### config.mk
export PLATFORM = sky130hd
export DESIGN_NAME = dmem_arbiter
export DESIGN_NICKNAME = d
export VERILOG_FILES = /design/src/rtl/dmem_arbiter_pkg.sv /design/src/rtl/rr_pick2.sv /design/src/rtl/dmem_arbiter.sv
export SDC_FILE = /design/constraint.sdc
export NUM_CORES = 1
export LEC_CHECK = 0
export ABC_AREA = 1
export CAP_MARGIN = 40
export CORE_UTILIZATION = 39
export DETAILED_ROUTE_END_ITERATION = 7
export PLACE_DENSITY = 0.86
export SKIP_CTS_REPAIR_TIMING = 1
export SLEW_MARGIN = 30
export SYNTH_ARGS = -nofsm -noshare
export SYNTH_HDL_FRONTEND = slang
export SYNTH_SLANG_ARGS = --single-unit
### constraint.sdc
create_clock -name clock -period 5.1 [get_ports clock]
set_clock_uncertainty 0.1 [all_clocks]
set_input_delay 0.765 -clock clock [delete_from_list [all_inputs] [get_ports clock]]
set_output_delay 0.765 -clock clock [all_outputs]
set_load 0.005 [all_outputs]
### src/rtl/dmem_arbiter_pkg.sv
// Shared types and constants for the dual-lane data memory arbiter.
// Lane 0 always carries the older instruction.
package dmem_arbiter_pkg;

  localparam int DMEM_ADDR_W = 12;
  localparam int DMEM_DATA_W = 32;

  typedef logic lane_t;

  typedef struct packed {
    logic                   we;
    logic [DMEM_ADDR_W-1:0] addr;
    logic [DMEM_DATA_W-1:0] wdata;
  } mem_req_t;

endpackage

### src/rtl/rr_pick2.sv
// Two-way chooser: a single requester always wins; on contention
// force_0 or the round-robin pointer selects the winner.
module rr_pick2
  import dmem_arbiter_pkg::*;
(
  input  logic  req_0,
  input  logic  req_1,
  input  lane_t prio,
  input  logic  force_0,
  output logic  gnt_0,
  output logic  gnt_1
);

  always_comb begin
    gnt_0 = 1'b0;
    gnt_1 = 1'b0;
    if (req_0 && req_1) begin
      if (force_0 || (prio == 1'b0)) begin
        gnt_0 = 1'b1;
      end else begin
        gnt_1 = 1'b1;
      end
    end else begin
      gnt_0 = req_0;
      gnt_1 = req_1;
    end
  end

endmodule

### src/rtl/dmem_arbiter.sv
// Shares single-port dmem between two memory-stage lanes; matching
// loads are merged, stores to a shared address keep program order.
module dmem_arbiter
  import dmem_arbiter_pkg::*;
#(
  parameter int ADDR_W = DMEM_ADDR_W,
  parameter int DATA_W = DMEM_DATA_W,
  parameter int CNT_W  = 16
) (
  input  logic              clock,
  input  logic              reset,
  input  logic              req_0,
  input  logic              req_1,
  input  logic              we_0,
  input  logic              we_1,
  input  logic [ADDR_W-1:0] addr_0,
  input  logic [ADDR_W-1:0] addr_1,
  input  logic [DATA_W-1:0] wdata_0,
  input  logic [DATA_W-1:0] wdata_1,
  output logic              gnt_0,
  output logic              gnt_1,
  output logic              stall_0,
  output logic              stall_1,
  output logic              rvalid_0,
  output logic              rvalid_1,
  output logic [DATA_W-1:0] rdata_0,
  output logic [DATA_W-1:0] rdata_1,
  output logic [ADDR_W-1:0] address_dmem,
  output logic [DATA_W-1:0] data,
  output logic              wren,
  input  logic [DATA_W-1:0] q_dmem,
  output logic [CNT_W-1:0]  conflict_count
);

  logic              both;
  logic              same_addr;
  logic              dual;
  logic              force_0;
  logic              pick_0;
  logic              pick_1;

  lane_t             prio_q;
  lane_t             prio_d;
  logic              rvalid_0_q;
  logic              rvalid_0_d;
  logic              rvalid_1_q;
  logic              rvalid_1_d;
  logic [DATA_W-1:0] rdata_0_q;
  logic [DATA_W-1:0] rdata_0_d;
  logic [DATA_W-1:0] rdata_1_q;
  logic [DATA_W-1:0] rdata_1_d;
  logic [CNT_W-1:0]  cnt_q;
  logic [CNT_W-1:0]  cnt_d;

  assign both      = req_0 & req_1;
  assign same_addr = (addr_0 == addr_1);
  assign dual      = both & same_addr & ~we_0 & ~we_1;
  // A store on a shared address must not overtake the older lane.
  assign force_0   = same_addr & (we_0 | we_1);

  rr_pick2 u_pick (
    .req_0   (req_0),
    .req_1   (req_1),
    .prio    (prio_q),
    .force_0 (force_0),
    .gnt_0   (pick_0),
    .gnt_1   (pick_1)
  );

  assign gnt_0   = pick_0 | dual;
  assign gnt_1   = pick_1 | dual;
  assign stall_0 = req_0 & ~gnt_0;
  assign stall_1 = req_1 & ~gnt_1;

  always_comb begin
    address_dmem = '0;
    data         = '0;
    wren         = 1'b0;
    if (gnt_0) begin
      address_dmem = addr_0;
      data         = wdata_0;
      wren         = we_0 & ~reset;
    end else if (gnt_1) begin
      address_dmem = addr_1;
      data         = wdata_1;
      wren         = we_1 & ~reset;
    end
  end

  always_comb begin
    prio_d = prio_q;
    if (both && (gnt_0 ^ gnt_1)) begin
      prio_d = gnt_0 ? 1'b1 : 1'b0;
    end
    rvalid_0_d = gnt_0 & ~we_0;
    rvalid_1_d = gnt_1 & ~we_1;
    rdata_0_d  = rvalid_0_d ? q_dmem : rdata_0_q;
    rdata_1_d  = rvalid_1_d ? q_dmem : rdata_1_q;
    cnt_d      = cnt_q;
    if ((stall_0 | stall_1) && (cnt_q != '1)) begin
      cnt_d = cnt_q + CNT_W'(1);
    end
  end

  always_ff @(posedge clock or posedge reset) begin
    if (reset) begin
      prio_q     <= 1'b0;
      rvalid_0_q <= 1'b0;
      rvalid_1_q <= 1'b0;
      rdata_0_q  <= '0;
      rdata_1_q  <= '0;
      cnt_q      <= '0;
    end else begin
      prio_q     <= prio_d;
      rvalid_0_q <= rvalid_0_d;
      rvalid_1_q <= rvalid_1_d;
      rdata_0_q  <= rdata_0_d;
      rdata_1_q  <= rdata_1_d;
      cnt_q      <= cnt_d;
    end
  end

  assign rvalid_0       = rvalid_0_q;
  assign rvalid_1       = rvalid_1_q;
  assign rdata_0        = rdata_0_q;
  assign rdata_1        = rdata_1_q;
  assign conflict_count = cnt_q;

endmodule
After elaboration in Yosys (flattened, before gate mapping)
Index checks and enable logic that the tools add are counted.
{"block": "totals", "ff_bits": 83, "out_inout_bits": 131, "word_cells": 46}
{"block": "op_classes", "n_addsub": 1, "n_eq_ne": 2, "muxes": 11, "bitwise_logic": 22, "reduce_logical": 4}
{"op": "32-bit two-way mux", "n": 2}
{"op": "12-bit two-way mux", "n": 2}
{"op": "16-bit by 1-bit adder with 16-bit output (second input constant)", "n": 1}
{"op": "16-bit != test (second input constant)", "n": 1}
{"op": "12-bit equality test", "n": 1}
{"op": "1-bit AND", "n": 11}
{"op": "1-bit two-way mux", "n": 7}
{"op": "1-bit inverter", "n": 6}
{"op": "1-bit bitwise OR", "n": 4}
{"op": "1-bit logical AND", "n": 3}
{"op": "1-bit logical OR", "n": 1}
{"op": "1-bit XOR", "n": 1}

Depth between registers and ports, before layout
{"block": "depth", "ltp_word": 10, "ltp_mapped": 13}

By module
A second synthesis with hierarchy kept.
{"block": "unflattened", "cells_unflattened": 590, "area_unflattened_um2": 4340.4}
{"mod": "dmem_arbiter", "instances": 1, "cells_per_inst": 580, "area_each_um2": 4299.1, "seq_area_each_um2": 2077.0}
{"mod": "rr_pick2", "instances": 1, "cells_per_inst": 10, "area_each_um2": 41.3, "seq_area_each_um2": 0.0}

Worst setup path after synthesis
OpenSTA, ideal clock, no wires.
{"block": "synth_timing", "path_type": "input to output", "from": "input port reset", "to": "output port wren", "arrival_ns": 2.831, "setup_slack_ns": 1.404, "stages": 3, "n_path_buf": 0, "path_cell_list": "inv_1 > nand3_1 > nand2_1"}
{"block": "synth_between", "elab_chain_len": 4, "elab_cells_between_ends": 5}
{"item": "from (decl)", "line": "dmem_arbiter.sv:11", "source": "input logic reset,"}
{"item": "1-bit inverter *", "line": "dmem_arbiter.sv:82, dmem_arbiter.sv:86"}
{"item": "1-bit AND", "line": "dmem_arbiter.sv:86", "source": "wren = we_1 & ~reset;"}
{"item": "1-bit two-way mux", "line": "dmem_arbiter.sv:83", "source": "end else if (gnt_1) begin"}
{"item": "1-bit two-way mux *", "line": "dmem_arbiter.sv:79", "source": "if (gnt_0) begin"}
{"item": "to (decl)", "line": "dmem_arbiter.sv:30", "source": "output logic wren,"}
Mark *: on every way between the ends. The rest lies on a longest branch, timed or not.

Worst setup path after layout
{"block": "layout_timing", "from": "input port we_1", "to": "output port data[22]"}
{"block": "layout_between", "elab_chain_len": 8, "elab_cells_between_ends": 13}
{"item": "from (decl)", "line": "dmem_arbiter.sv:15", "source": "input logic we_1,"}
{"item": "1-bit bitwise OR", "line": "dmem_arbiter.sv:59", "source": "assign force_0 = same_addr & (we_0 | we_1);"}
{"item": "1-bit AND", "line": "dmem_arbiter.sv:59"}
{"item": "1-bit logical OR", "line": "rr_pick2.sv:18", "source": "if (force_0 || (prio == 1'b0)) begin"}
{"item": "1-bit two-way mux", "line": "rr_pick2.sv:18"}
{"item": "1-bit two-way mux", "line": "rr_pick2.sv:17", "source": "if (req_0 && req_1) begin"}
{"item": "1-bit bitwise OR", "line": "dmem_arbiter.sv:71", "source": "assign gnt_1 = pick_1 | dual;"}
{"item": "32-bit two-way mux", "line": "dmem_arbiter.sv:83"}
{"item": "32-bit two-way mux *", "line": "dmem_arbiter.sv:79"}
{"item": "to (decl)", "line": "dmem_arbiter.sv:29", "source": "output logic [DATA_W-1:0] data,"}
Marked as above.

==> impl_results.md <==
* TritonCTS Buffers at 9
* Hold Path Depth at 2
* Total congestion overflow at 0
* Crit path to: data[22]
* DR WL/cell at approximately 15 µm
* Unrepaired setup endpoints after global routing: false
* Clock sink count at 83
* Slew Limit Fails at 0
* Initial Util at 0.4005
* Setup slack at placement at ~0.90 ns
* Synth top cells by count: 300 x nand2_1, 119 x nand3_1, 83 x dfrtp_1
* CTS tree: done
* Clock share of power at 0.292
* GR Util All Layers at 0.2454
* Launch point of the worst path: we_1
* Cell taking the most area after synthesis: dfrtp_1
* Sequential share of power at 0.375
* GPL Wtd Cong at 0.8291
* Worst hold-check path type: flop to flop
* Number of H-tree levels at 3
* EDFF count, synth at 0
* Critical path class: input port to primary output
* Vias in the first global route at approximately 4700
* Post-route ant nets at 0
* Ant. Diodes at 0
* Actual slew at the worst max-slew pin at 0.7891 ns
* Worst setup EP type: primary output
* Vert. Die Dim at around 110 µm
* Nets at between 1000 and 1500
* Core box area at 11420 µm²
* Row count at 39
* Share of cells above drive strength 1 at 0.03825
* Fillers at 955
* Worst R2R Start: conflict_count[0]
* Slew Limit Headroom at 0.4721
* Clock-pin slew on the worst setup and hold paths at approximately 0.060 ns
* Final Setup Violations at 0
* Drt via density at roughly 5
* Worst reg2reg path depth at 9
* Sum Neg Setup Slack at 0 ns
* Sw frac at 0.2818
* Register bit total from synthesis at 83
* Distinct cells, synth at 28
* Initial antenna violation count at 0
* P_int at 1.678 mW
* Global-route wire length before repair at roughly 23 mm
* DRC Markers at 0
* Combinational Power Share at 0.333
* Synth warn at 0
* Detailed-route via count at 5044
* Reg2reg end: conflict_count[4]
* Drt first pass iters at 4
* Post-synth top flop: dfrtp_1
* I/O pins at 257
* Worst VDD drop at between 0.0002 and 0.0003 V
* Syn_nets at 768
* Detailed placement HPWL at 11.02 mm
* Critical-path maximum fanout at between 40 and 50
* FFs w/ async S/R, synth at 1.000
* Syn-to-layout area delta at 64.46%
* Clock latency at the later pin of the worst-skew pair at 0.33 ns
* Drt total wl at 15.09 mm
* CP arrival at 3.33 ns
* Largest net degree at the start of global routing at 59
* Seq/Total Area, Yosys at 0.4542
* FF-to-FF setup slack at 2.86 ns
* Most frequent cell after synthesis: nand2_1
* P_sw at 0.6584 mW
* Crit path time final at 4.194 ns
* Tcrit/Tclk final at 0.8223
* Clk buf depth at 2
* MaxCap Viol Count at 0
* Avg Cell Area, Syn at 7.134 µm²
* DRT iter0 DRCs at 233
* PwrDens at 310.7 nW/µm²
* HP Start: rdata_1[0]
* Run status: complete, no violations
* Fmax at 238.5 MHz
* Setup crit start kind: input port
* DIE WIDTH at between 100 and 150 µm
* Synth top area share at 0.4542
* Req. time, crit path at about 4.2 ns
* Die area at 12160 µm²
* Static Leak at 3.729 nW
* Count of final hold-check violations at 0
* Syn Std Cell Area at ~4600 µm²
* Root Buffer: clkbuf_16
* PortBufs at 256
* Setup ws final at roughly 0.91 ns
* Synth area leaders: dfrtp_1 45%, nand2_1 25%, nand3_1 13%, inv_1 3.5%, buf_2 1.8%
* Synth Instances at 641
[flip-flops by register name, summed over array words and instances (netlist names)]
register	flops
rvalid_1	1
rdata_0	32
conflict_count	16
prio_q	1
rdata_1	32
rvalid_0	1
[how the worst min path moves through the flow]
stage	slack (ns)	endpoint
global placement	0.35	rdata_1[3]
global route	0.39	rdata_0[3]
finish	0.37	rdata_1[0]
floorplan	0.36	rdata_1[10]
detailed placement	0.36	rdata_0[16]
CTS	0.37	rdata_1[8]
[layer usage]
layer  global-route usage  part of all wire
met4              0.08083             0.021
met2               0.4170              0.49
met1               0.2964              0.42
met5                    0                 0
met3              0.07231             0.075
[cells in the final DEF (no fill, tap or decap), types with 3 or more instances in the layout]
| master | Yosys | final |
|---|---|---|
| dfrtp_1 | 83 | 83 |
| nand4_1 | 4 | 4 |
| nor3_1 | 3 | 3 |
| o21ai_1 | 4 | 4 |
| o21ai_0 | 7 | 7 |
| xnor2_1 | 7 | 7 |
| clkdlybuf4s50_1 | 0 | 256 |
| xor2_1 | 7 | 7 |
| nand2_1 | 300 | 300 |
| nand2_2 | 3 | 3 |
| inv_1 | 43 | 42 |
| clkbuf_16 | 0 | 9 |
| nand3_1 | 119 | 119 |
| buf_4 | 4 | 8 |
| clkinv_2 | 0 | 3 |
| nor2_1 | 16 | 16 |
[critical path, stage by stage]
cell and delay [ns]:
clkdlybuf4s50_1 0.44, nor2_1 0.39, inv_1 0.10, nand3_1 0.13
nand2_2 0.09, nand2_2 0.59, nand3_1 0.15, nand2_1 0.13
clkdlybuf4s50_1 0.52
[kinds of logic (layout without fill, tap and decap cells)]
group | count (synthesis) | count (layout) | share of synthesized area
AO/OA/AOI/OAI | 14 | 14 | 0.01888
XOR/XNOR | 14 | 14 | 0.02681
adder cells (fa/ha/maj) | 1 | 1 | 0.002736
buffers and inverters | 75 | 323 | 0.07250
flip-flops | 83 | 83 | 0.4542
AND/OR/NAND/NOR | 454 | 454 | 0.4249
[per-stage QoR]
step	hold slack (ns)	cell area [µm²]	std cells	power, mW	util
global placement	0.3521	7206	1016	1.653	0.6311
detailed placement	0.3572	7206	1016	1.668	0.6311
CTS	0.3717	7513	1031	2.356	0.6580
global route	0.3868	7521	1032	2.478	0.6587
floorplan	0.3650	4573	641	1.153	-
finish	0.3684	7521	1032	2.337	0.6587
[layout make-up]
class	count	area (µm²)	share of cell area
clock buffers	10	229.0	0.03044
clock inverters	5	78.83	0.01048
inverters	43	162.7	0.02163
multi-input cells	483	2165	0.2878
flip-flops and latches	83	2077	0.2762
well taps	143	178.9	0.02379
repair buffers	265	2630	0.3497
[power groups by stage]
stage          logic (mW)  registers, mW  clock network [mW]
4_1_cts             0.788          0.877               0.691
3_5_place_dp        0.782          0.886                   0
2_1_floorplan       0.264          0.889                   0
3_3_place_gp        0.771          0.882                   0
5_1_grt             0.861          0.894               0.723
6_report            0.778          0.877               0.681
Note: power is estimated with default switching activity, not from simulation.
